<file path="src/rtl/cache_req_arbiter_if.sv">
// ---------------------------------------------------------------------------
// cache_req_arbiter_if
//
// Bundles every handshake/bus signal around cache_req_arbiter: the two
// requester ports (instruction fetch = port 0, load/store = port 1), the
// CPU-side request/response port of cache_controller and the grant vector.
//
// Modports:
//   slave  - the arbiter's view (requests and cache response in,
//            completions and cache request out)
//   master - the environment's view (requesters plus cache controller)
//
// Signals (WORD_SIZE = address/data width):
//   reqN_enable/rw/addr/datain    requester N -> arbiter
//   reqN_ready/dataout/error      arbiter -> requester N
//   cpu_req_enable/rw/addr/datain arbiter -> cache controller
//   cpu_res_ready/dataout         cache controller -> arbiter
//   arb_grant                     arbiter -> observers (one-hot owner)
// ---------------------------------------------------------------------------
interface cache_req_arbiter_if #(
    parameter int WORD_SIZE = 32
);
    logic                 req0_enable;
    logic                 req0_rw;
    logic [WORD_SIZE-1:0] req0_addr;
    logic [WORD_SIZE-1:0] req0_datain;
    logic                 req0_ready;
    logic [WORD_SIZE-1:0] req0_dataout;
    logic                 req0_error;

    logic                 req1_enable;
    logic                 req1_rw;
    logic [WORD_SIZE-1:0] req1_addr;
    logic [WORD_SIZE-1:0] req1_datain;
    logic                 req1_ready;
    logic [WORD_SIZE-1:0] req1_dataout;
    logic                 req1_error;

    logic                 cpu_req_enable;
    logic                 cpu_req_rw;
    logic [WORD_SIZE-1:0] cpu_req_addr;
    logic [WORD_SIZE-1:0] cpu_req_datain;
    logic                 cpu_res_ready;
    logic [WORD_SIZE-1:0] cpu_res_dataout;

    logic [1:0]           arb_grant;

    modport slave (
        input  req0_enable, req0_rw, req0_addr, req0_datain,
        output req0_ready, req0_dataout, req0_error,
        input  req1_enable, req1_rw, req1_addr, req1_datain,
        output req1_ready, req1_dataout, req1_error,
        output cpu_req_enable, cpu_req_rw, cpu_req_addr, cpu_req_datain,
        input  cpu_res_ready, cpu_res_dataout,
        output arb_grant
    );

    modport master (
        output req0_enable, req0_rw, req0_addr, req0_datain,
        input  req0_ready, req0_dataout, req0_error,
        output req1_enable, req1_rw, req1_addr, req1_datain,
        input  req1_ready, req1_dataout, req1_error,
        input  cpu_req_enable, cpu_req_rw, cpu_req_addr, cpu_req_datain,
        output cpu_res_ready, cpu_res_dataout,
        input  arb_grant
    );
endinterface

</file>
<file path="src/rtl/cache_req_arbiter.sv">
// ---------------------------------------------------------------------------
// cache_req_arbiter
//
// Shares the single CPU-side request port of cache_controller between an
// instruction-fetch requester (port 0) and a load/store requester (port 1).
// One request is latched at a time, issued as a one-cycle cpu_req_enable
// pulse, and its completion (ready pulse + read data) is routed back to the
// granted port only. Arbitration is round-robin on a 1-bit 'last' pointer;
// port 0 wins the first tie after reset.
//
// Ports:
//   clk  - rising-edge clock
//   rst  - asynchronous, active-high reset
//   bus  - cache_req_arbiter_if.slave (requesters, cache port, arb_grant)
//
// Optional feature macro: CACHE_ARB_TIMEOUT_EN
//   Defined   - WAIT watchdog; after TIMEOUT_CYCLES WAIT cycles without
//               cpu_res_ready the request completes with error = 1 and
//               dataout = 0.
//   Undefined - no watchdog, WAIT persists, error outputs tied to 0.
// ---------------------------------------------------------------------------
module cache_req_arbiter #(
    parameter int WORD_SIZE      = 32,
    parameter int TIMEOUT_CYCLES = 256
) (
    input logic                clk,
    input logic                rst,
    cache_req_arbiter_if.slave bus
);

    typedef enum logic [1:0] {
        ST_IDLE,
        ST_ISSUE,
        ST_WAIT,
        ST_RESPOND
    } state_t;

    state_t                        state_reg;
    logic                          last_reg;      // port granted most recently
    logic                          gnt_idx_reg;   // port owning the current request
    logic [1:0]                    grant_reg;
    logic                          cpu_req_enable_reg;
    logic                          cpu_req_rw_reg;
    logic [WORD_SIZE-1:0]          cpu_req_addr_reg;
    logic [WORD_SIZE-1:0]          cpu_req_datain_reg;
    logic [1:0]                    ready_reg;
    logic [1:0][WORD_SIZE-1:0]     dataout_reg;

    // Requester inputs gathered into port-indexed vectors.
    logic [1:0]                    req_enable;
    logic [1:0]                    req_rw;
    logic [1:0][WORD_SIZE-1:0]     req_addr;
    logic [1:0][WORD_SIZE-1:0]     req_datain;
    logic                          win_next;

    assign req_enable = {bus.req1_enable, bus.req0_enable};
    assign req_rw     = {bus.req1_rw, bus.req0_rw};
    assign req_addr   = {bus.req1_addr, bus.req0_addr};
    assign req_datain = {bus.req1_datain, bus.req0_datain};

    // Both requesting: the port that did not go last. Otherwise the single
    // requester (req_enable[1] is 0 exactly when only port 0 asks).
    always_comb begin
        win_next = req_enable[1];
        if (&req_enable) begin
            win_next = ~last_reg;
        end
    end

    // A watchdog limit below 2 is not a supported configuration; the empty
    // block keeps the parameter referenced in every build.
    if (TIMEOUT_CYCLES < 2) begin : g_timeout_cycles_unsupported
    end

`ifdef CACHE_ARB_TIMEOUT_EN
    localparam int CNT_W = ($clog2(TIMEOUT_CYCLES) > 8) ? $clog2(TIMEOUT_CYCLES) : 8;

    logic [CNT_W-1:0] wdog_cnt_reg;
    logic [1:0]       error_reg;
`endif

    always_ff @(posedge clk or posedge rst) begin
        if (rst) begin
            state_reg          <= ST_IDLE;
            last_reg           <= 1'b1;
            gnt_idx_reg        <= 1'b0;
            grant_reg          <= 2'b00;
            cpu_req_enable_reg <= 1'b0;
            cpu_req_rw_reg     <= 1'b0;
            cpu_req_addr_reg   <= '0;
            cpu_req_datain_reg <= '0;
            ready_reg          <= 2'b00;
            dataout_reg        <= '0;
`ifdef CACHE_ARB_TIMEOUT_EN
            wdog_cnt_reg       <= '0;
            error_reg          <= 2'b00;
`endif
        end else begin
            // Pulse outputs default low; each is raised for one state only.
            cpu_req_enable_reg <= 1'b0;
            ready_reg          <= 2'b00;
`ifdef CACHE_ARB_TIMEOUT_EN
            error_reg          <= 2'b00;
`endif
            case (state_reg)
                ST_IDLE: begin
                    if (|req_enable) begin
                        gnt_idx_reg        <= win_next;
                        grant_reg          <= win_next ? 2'b10 : 2'b01;
                        cpu_req_rw_reg     <= req_rw[win_next];
                        cpu_req_addr_reg   <= req_addr[win_next];
                        cpu_req_datain_reg <= req_datain[win_next];
                        cpu_req_enable_reg <= 1'b1;
                        state_reg          <= ST_ISSUE;
                    end
                end

                ST_ISSUE: begin
                    // cpu_res_ready during the issue cycle is not a response
                    // to this request and is deliberately ignored.
`ifdef CACHE_ARB_TIMEOUT_EN
                    wdog_cnt_reg <= '0;
`endif
                    state_reg <= ST_WAIT;
                end

                ST_WAIT: begin
                    if (bus.cpu_res_ready) begin
                        if (!cpu_req_rw_reg) begin
                            dataout_reg[gnt_idx_reg] <= bus.cpu_res_dataout;
                        end
                        ready_reg[gnt_idx_reg] <= 1'b1;
                        last_reg               <= gnt_idx_reg;
                        state_reg              <= ST_RESPOND;
                    end
`ifdef CACHE_ARB_TIMEOUT_EN
                    // Counter holds the number of completed WAIT cycles minus
                    // one, so the limit is hit at the end of the last cycle.
                    else if (wdog_cnt_reg == CNT_W'(TIMEOUT_CYCLES - 1)) begin
                        dataout_reg[gnt_idx_reg] <= '0;
                        error_reg[gnt_idx_reg]   <= 1'b1;
                        ready_reg[gnt_idx_reg]   <= 1'b1;
                        last_reg                 <= gnt_idx_reg;
                        state_reg                <= ST_RESPOND;
                    end else begin
                        wdog_cnt_reg <= wdog_cnt_reg + CNT_W'(1);
                    end
`endif
                end

                ST_RESPOND: begin
                    grant_reg <= 2'b00;
                    state_reg <= ST_IDLE;
                end

                default: begin
                    grant_reg <= 2'b00;
                    state_reg <= ST_IDLE;
                end
            endcase
        end
    end

    assign bus.cpu_req_enable = cpu_req_enable_reg;
    assign bus.cpu_req_rw     = cpu_req_rw_reg;
    assign bus.cpu_req_addr   = cpu_req_addr_reg;
    assign bus.cpu_req_datain = cpu_req_datain_reg;
    assign bus.arb_grant      = grant_reg;

    assign bus.req0_ready     = ready_reg[0];
    assign bus.req1_ready     = ready_reg[1];
    assign bus.req0_dataout   = dataout_reg[0];
    assign bus.req1_dataout   = dataout_reg[1];

`ifdef CACHE_ARB_TIMEOUT_EN
    assign bus.req0_error     = error_reg[0];
    assign bus.req1_error     = error_reg[1];
`else
    assign bus.req0_error     = 1'b0;
    assign bus.req1_error     = 1'b0;
`endif

endmodule
</file>
<file path="src/flat_wrapper.sv">
// flat-port wrapper written by rule: the top's interface ports become plain ports
module cache_req_arbiter_flat 
#(
    parameter int WORD_SIZE      = 32,
    parameter int TIMEOUT_CYCLES = 256
)
  (clk, rst, bus_req0_enable, bus_req0_rw, bus_req0_addr, bus_req0_datain, bus_req0_ready, bus_req0_dataout, bus_req0_error, bus_req1_enable, bus_req1_rw, bus_req1_addr, bus_req1_datain, bus_req1_ready, bus_req1_dataout, bus_req1_error, bus_cpu_req_enable, bus_cpu_req_rw, bus_cpu_req_addr, bus_cpu_req_datain, bus_cpu_res_ready, bus_cpu_res_dataout, bus_arb_grant);
  cache_req_arbiter_if #(.WORD_SIZE(WORD_SIZE)) bus_i ();
  input logic clk;
  input logic rst;
  input wire logic [$bits(bus_i.req0_enable)-1:0] bus_req0_enable;
  input wire logic [$bits(bus_i.req0_rw)-1:0] bus_req0_rw;
  input wire logic [$bits(bus_i.req0_addr)-1:0] bus_req0_addr;
  input wire logic [$bits(bus_i.req0_datain)-1:0] bus_req0_datain;
  output wire logic [$bits(bus_i.req0_ready)-1:0] bus_req0_ready;
  output wire logic [$bits(bus_i.req0_dataout)-1:0] bus_req0_dataout;
  output wire logic [$bits(bus_i.req0_error)-1:0] bus_req0_error;
  input wire logic [$bits(bus_i.req1_enable)-1:0] bus_req1_enable;
  input wire logic [$bits(bus_i.req1_rw)-1:0] bus_req1_rw;
  input wire logic [$bits(bus_i.req1_addr)-1:0] bus_req1_addr;
  input wire logic [$bits(bus_i.req1_datain)-1:0] bus_req1_datain;
  output wire logic [$bits(bus_i.req1_ready)-1:0] bus_req1_ready;
  output wire logic [$bits(bus_i.req1_dataout)-1:0] bus_req1_dataout;
  output wire logic [$bits(bus_i.req1_error)-1:0] bus_req1_error;
  output wire logic [$bits(bus_i.cpu_req_enable)-1:0] bus_cpu_req_enable;
  output wire logic [$bits(bus_i.cpu_req_rw)-1:0] bus_cpu_req_rw;
  output wire logic [$bits(bus_i.cpu_req_addr)-1:0] bus_cpu_req_addr;
  output wire logic [$bits(bus_i.cpu_req_datain)-1:0] bus_cpu_req_datain;
  input wire logic [$bits(bus_i.cpu_res_ready)-1:0] bus_cpu_res_ready;
  input wire logic [$bits(bus_i.cpu_res_dataout)-1:0] bus_cpu_res_dataout;
  output wire logic [$bits(bus_i.arb_grant)-1:0] bus_arb_grant;
  assign bus_i.req0_enable = bus_req0_enable;
  assign bus_i.req0_rw = bus_req0_rw;
  assign bus_i.req0_addr = bus_req0_addr;
  assign bus_i.req0_datain = bus_req0_datain;
  assign bus_req0_ready = bus_i.req0_ready;
  assign bus_req0_dataout = bus_i.req0_dataout;
  assign bus_req0_error = bus_i.req0_error;
  assign bus_i.req1_enable = bus_req1_enable;
  assign bus_i.req1_rw = bus_req1_rw;
  assign bus_i.req1_addr = bus_req1_addr;
  assign bus_i.req1_datain = bus_req1_datain;
  assign bus_req1_ready = bus_i.req1_ready;
  assign bus_req1_dataout = bus_i.req1_dataout;
  assign bus_req1_error = bus_i.req1_error;
  assign bus_cpu_req_enable = bus_i.cpu_req_enable;
  assign bus_cpu_req_rw = bus_i.cpu_req_rw;
  assign bus_cpu_req_addr = bus_i.cpu_req_addr;
  assign bus_cpu_req_datain = bus_i.cpu_req_datain;
  assign bus_i.cpu_res_ready = bus_cpu_res_ready;
  assign bus_i.cpu_res_dataout = bus_cpu_res_dataout;
  assign bus_arb_grant = bus_i.arb_grant;
  cache_req_arbiter #(.WORD_SIZE(WORD_SIZE), .TIMEOUT_CYCLES(TIMEOUT_CYCLES)) u_core (.clk(clk), .rst(rst), .bus(bus_i));
endmodule
</file>
<file path="config.mk">
export PLATFORM = sky130hd
export DESIGN_NAME = cache_req_arbiter_flat
export DESIGN_NICKNAME = d
export VERILOG_FILES = /design/src/rtl/cache_req_arbiter_if.sv /design/src/rtl/cache_req_arbiter.sv /design/src/flat_wrapper.sv
export SDC_FILE = /design/constraint.sdc
export NUM_CORES = 1
export LEC_CHECK = 0
export CAP_MARGIN = 10
export CORE_MARGIN = 2
export CORE_UTILIZATION = 35
export DETAILED_ROUTE_END_ITERATION = 6
export PLACE_DENSITY = 0.79
export SLEW_MARGIN = 10
export SYNTH_ARGS = -nofsm -noshare
export SYNTH_HDL_FRONTEND = slang
export SYNTH_SLANG_ARGS = --single-unit
</file>
<file path="constraint.sdc">
create_clock -name clk -period 5.55 [get_ports clk]
set_input_delay 0.555 -clock clk [delete_from_list [all_inputs] [get_ports clk]]
set_output_delay 0.555 -clock clk [all_outputs]
set_load 0.005 [all_outputs]
</file>
==> run metrics <==
Crit path top cell by count=a21oi_1; Post-Route WL=17040 µm; Min Clock Period, post-route=2395 ps; setup bufs post-CTS=0; Min-Delay Path Depth=1; CTS max path bufs=2; Final Setup Violations=0; clk_lat worst skew=about 410 ps; post-DR wirelength/cell=~16 µm; largest net degree at the start of global routing=92; I/O Pins=303; Slew @ Worst Pin=between 800 and 900 ps; post-synthesis instance total=between 500 and 600; CTS HTree Levels=4; status=finished, final reports clean; YS warnings=0; unrepaired setup endpoints after global routing=no; Netlist cell types=26; Congestion Overflow GR=0; Slew Viols, Final=0; share of layout cells above drive strength 1=0.1321; Vias=5123; top-area cell type share of the netlist area=0.5912; R2R cell count=7; CTS tree=yes; FF-to-FF End=u_core.bus.cpu_req_addr[18]$_DFFE_PP0P_; DP HPWL=~12000 µm; Rows=47; final worst slack=roughly 3200 ps; GRT Util Overall=0.1989; DRT iter0 DRCs=slightly below 200; cts repair resizes=0; Synth area leader=dfrtp_1; pwr dens=roughly 530 nW/µm²; Post-DRT Antenna Nets=0; initial core utilization=0.3535; mean post-synth cell area=~11 µm²; Max-slew headroom=0.4391; placer congestion estimate=0.7652; sequential-to-total area share from yosys stat=0.5957; fmax=roughly 420 MHz; Chip Height=about 130 µm; Mapped Area=5799 µm²; # nets final=about 1000; Die W=approximately 130 µm; FF-to-FF Start=u_core.state_reg[0]$_DFFE_PP0P_; slowest stage delay, CP=~740 ps; Ant. Diodes=0; Core Footprint=16410 µm²; DR pass1 iterations=4; vias in the first global route=between 5000 and 6000; Non-Filler Instances=1060; Fin. Hold Viols=0; Vias/cell=between 4 and 5; #FFs+latches synth=between 100 and 150; Critical path buffers and inverters=2; CTS Hold Buffers Added=0; CP cell instances=clkdlybuf4s50_1 > a21boi_4 > buf_4 > a21oi_1 > a21oi_1; min-delay src=u_core.bus.req0_dataout[0]$_DFFE_PP0P_; Tcrit/Tclk final=0.4316; Critical Path Fanout Max=38; CP required=a little under 6000 ps; crit path capture type=flip-flop; Area Growth Syn to Fin=64.57%; LEAKAGE=slightly above 0.004 µW; placed cell count=between 1000 and 1500; Worst-path clk slew=60 ps; hold crit path type=flip-flop to flip-flop; kind of critical path=primary input to flip-flop; worst vdd ir=0.0002455 V; critical path arrival=~2700 ps; FF-to-FF setup slack=roughly 3400 ps; largest cells by area after synthesis=dfrtp_1 (59%), mux2_2 (12%), a21oi_1 (11%), nand2_1 (4.6%), nor2_1 (4.3%); Final Skew=about 7.7 ps; Crit path max-delay family=buffers and inverters; Slowest cell on crit path=a21boi_4; antenna violations before repair=0; clock root cell=clkbuf_16; Max-cap violations=0; post-route setup TNS=0 ps; worst hold endpoint=u_core.bus.req0_dataout[0]$_DFFE_PP0P_; Num Clock Sinks=roughly 140; DRC=0; first-pass GRT wire length=27630 µm; port bufs=300; DIE AREA=17610 µm²; DP Worst Slack=roughly 2700 ps; startpoint types=primary input; CTS buffer count=17
power by group:
group          internal (µW)  total, µW  switching, µW
clock                    686       1150            461
sequential              1500       1790            282
combinational           1310       2140            824
total                   3500       5070           1570
routing by layer:
metal	global-route usage	wire, µm
met5	0	0
met2	0.3397	8526
met4	0.07407	352
met3	0.06743	1328
met1	0.2324	6831
Yosys cell counts:
library cell  number
and3_1             1
buf_6              2
nor2_1            67
buf_4              9
buf_2             21
mux2_1             2
nand2b_1           2
o22a_1             1
o32a_1             1
a21bo_2            1
a21oi_1          132
conb_1             1
nor3b_1            1
o21ai_2            1
clkbuf_1           4
o21ai_0            3
nand4b_2           1
dfrtp_1          137
nor2b_1            1
mux2_2            64
ha_1               5
nand2_1           71
dfstp_2            1
nor3_4             1
inv_1              5
a21boi_2           1
cell families (layout without fill, tap and decap cells):
family          Yosys count  in the layout  share of synthesized area
simple gates            145            145                     0.1003
other cells               1              2                  0.0006466
compound gates          140            140                     0.1249
flops                   138            138                     0.5957
fa+ha+maj                 5              5                    0.01079
buf+inv                  41            344                    0.03948
mux                      66             66                     0.1282
per-stage QoR:
step / hold slack, ps / total power [µW] / instance area (µm²) / util
floorplan: 482.8 / 2651 / 5803 / -
global placement: 469.7 / 3895 / 8944 / 0.5451
detailed placement: 476.0 / 3957 / 8944 / 0.5451
CTS: 489.7 / 5141 / 9544 / 0.5817
global route: 514.0 / 5416 / 9544 / 0.5817
finish: 484.9 / 5072 / 9544 / 0.5817
layout make-up:
type / count / area (µm²)
well taps: 220 / 275.3
fillers: 1369 / 6863
repair buffers: 307 / 3055
multi-input cells: 358 / 2135
flip-flops and latches: 138 / 3455
clock inverters: 14 / 161.4
clock buffers: 18 / 439.2
inverters: 5 / 23.77
placed cells by master, fill, tap and decap left out:
cell type          n
mux2_1             2
buf_4              7
o22a_1             1
a21bo_2            1
dfrtp_1          137
mux2_2            64
clkbuf_8           1
clkinv_4           3
nand2b_1           2
nor3_4             1
clkbuf_16         17
o32a_1             1
clkdlybuf4s50_1  300
o21ai_0            3
nor2_1            67
inv_2              1
ha_1               5
o21ai_4            1
nor2b_1            1
inv_6              5
conb_1             2
nor3b_1            1
a21boi_4           1
and3_1             1
nand2_1           71
clkinv_2           2
inv_8              2
bufinv_16          2
dfstp_2            1
nand4b_2           1
inv_1              3
clkinvlp_4         1
a21oi_1          132
how the worst max path moves through the flow:
| stage | startpoint | endpoint | cells past startpoint |
|---|---|---|---|
| floorplan | rst | u_core.bus.arb_grant[0]$_DFFE_PP0P_ | 1 |
| global placement | bus_req1_enable | u_core.bus.cpu_req_addr[5]$_DFFE_PP0P_ | 5 |
| detailed placement | bus_req1_enable | u_core.bus.cpu_req_datain[22]$_DFFE_PP0P_ | 5 |
| CTS | bus_req1_enable | u_core.bus.cpu_req_addr[25]$_DFFE_PP0P_ | 5 |
| global route | bus_req0_enable | u_core.bus.cpu_req_datain[22]$_DFFE_PP0P_ | 5 |
| finish | bus_req0_enable | u_core.bus.cpu_req_addr[7]$_DFFE_PP0P_ | 5 |
Note: power is estimated with default switching activity, not from simulation.
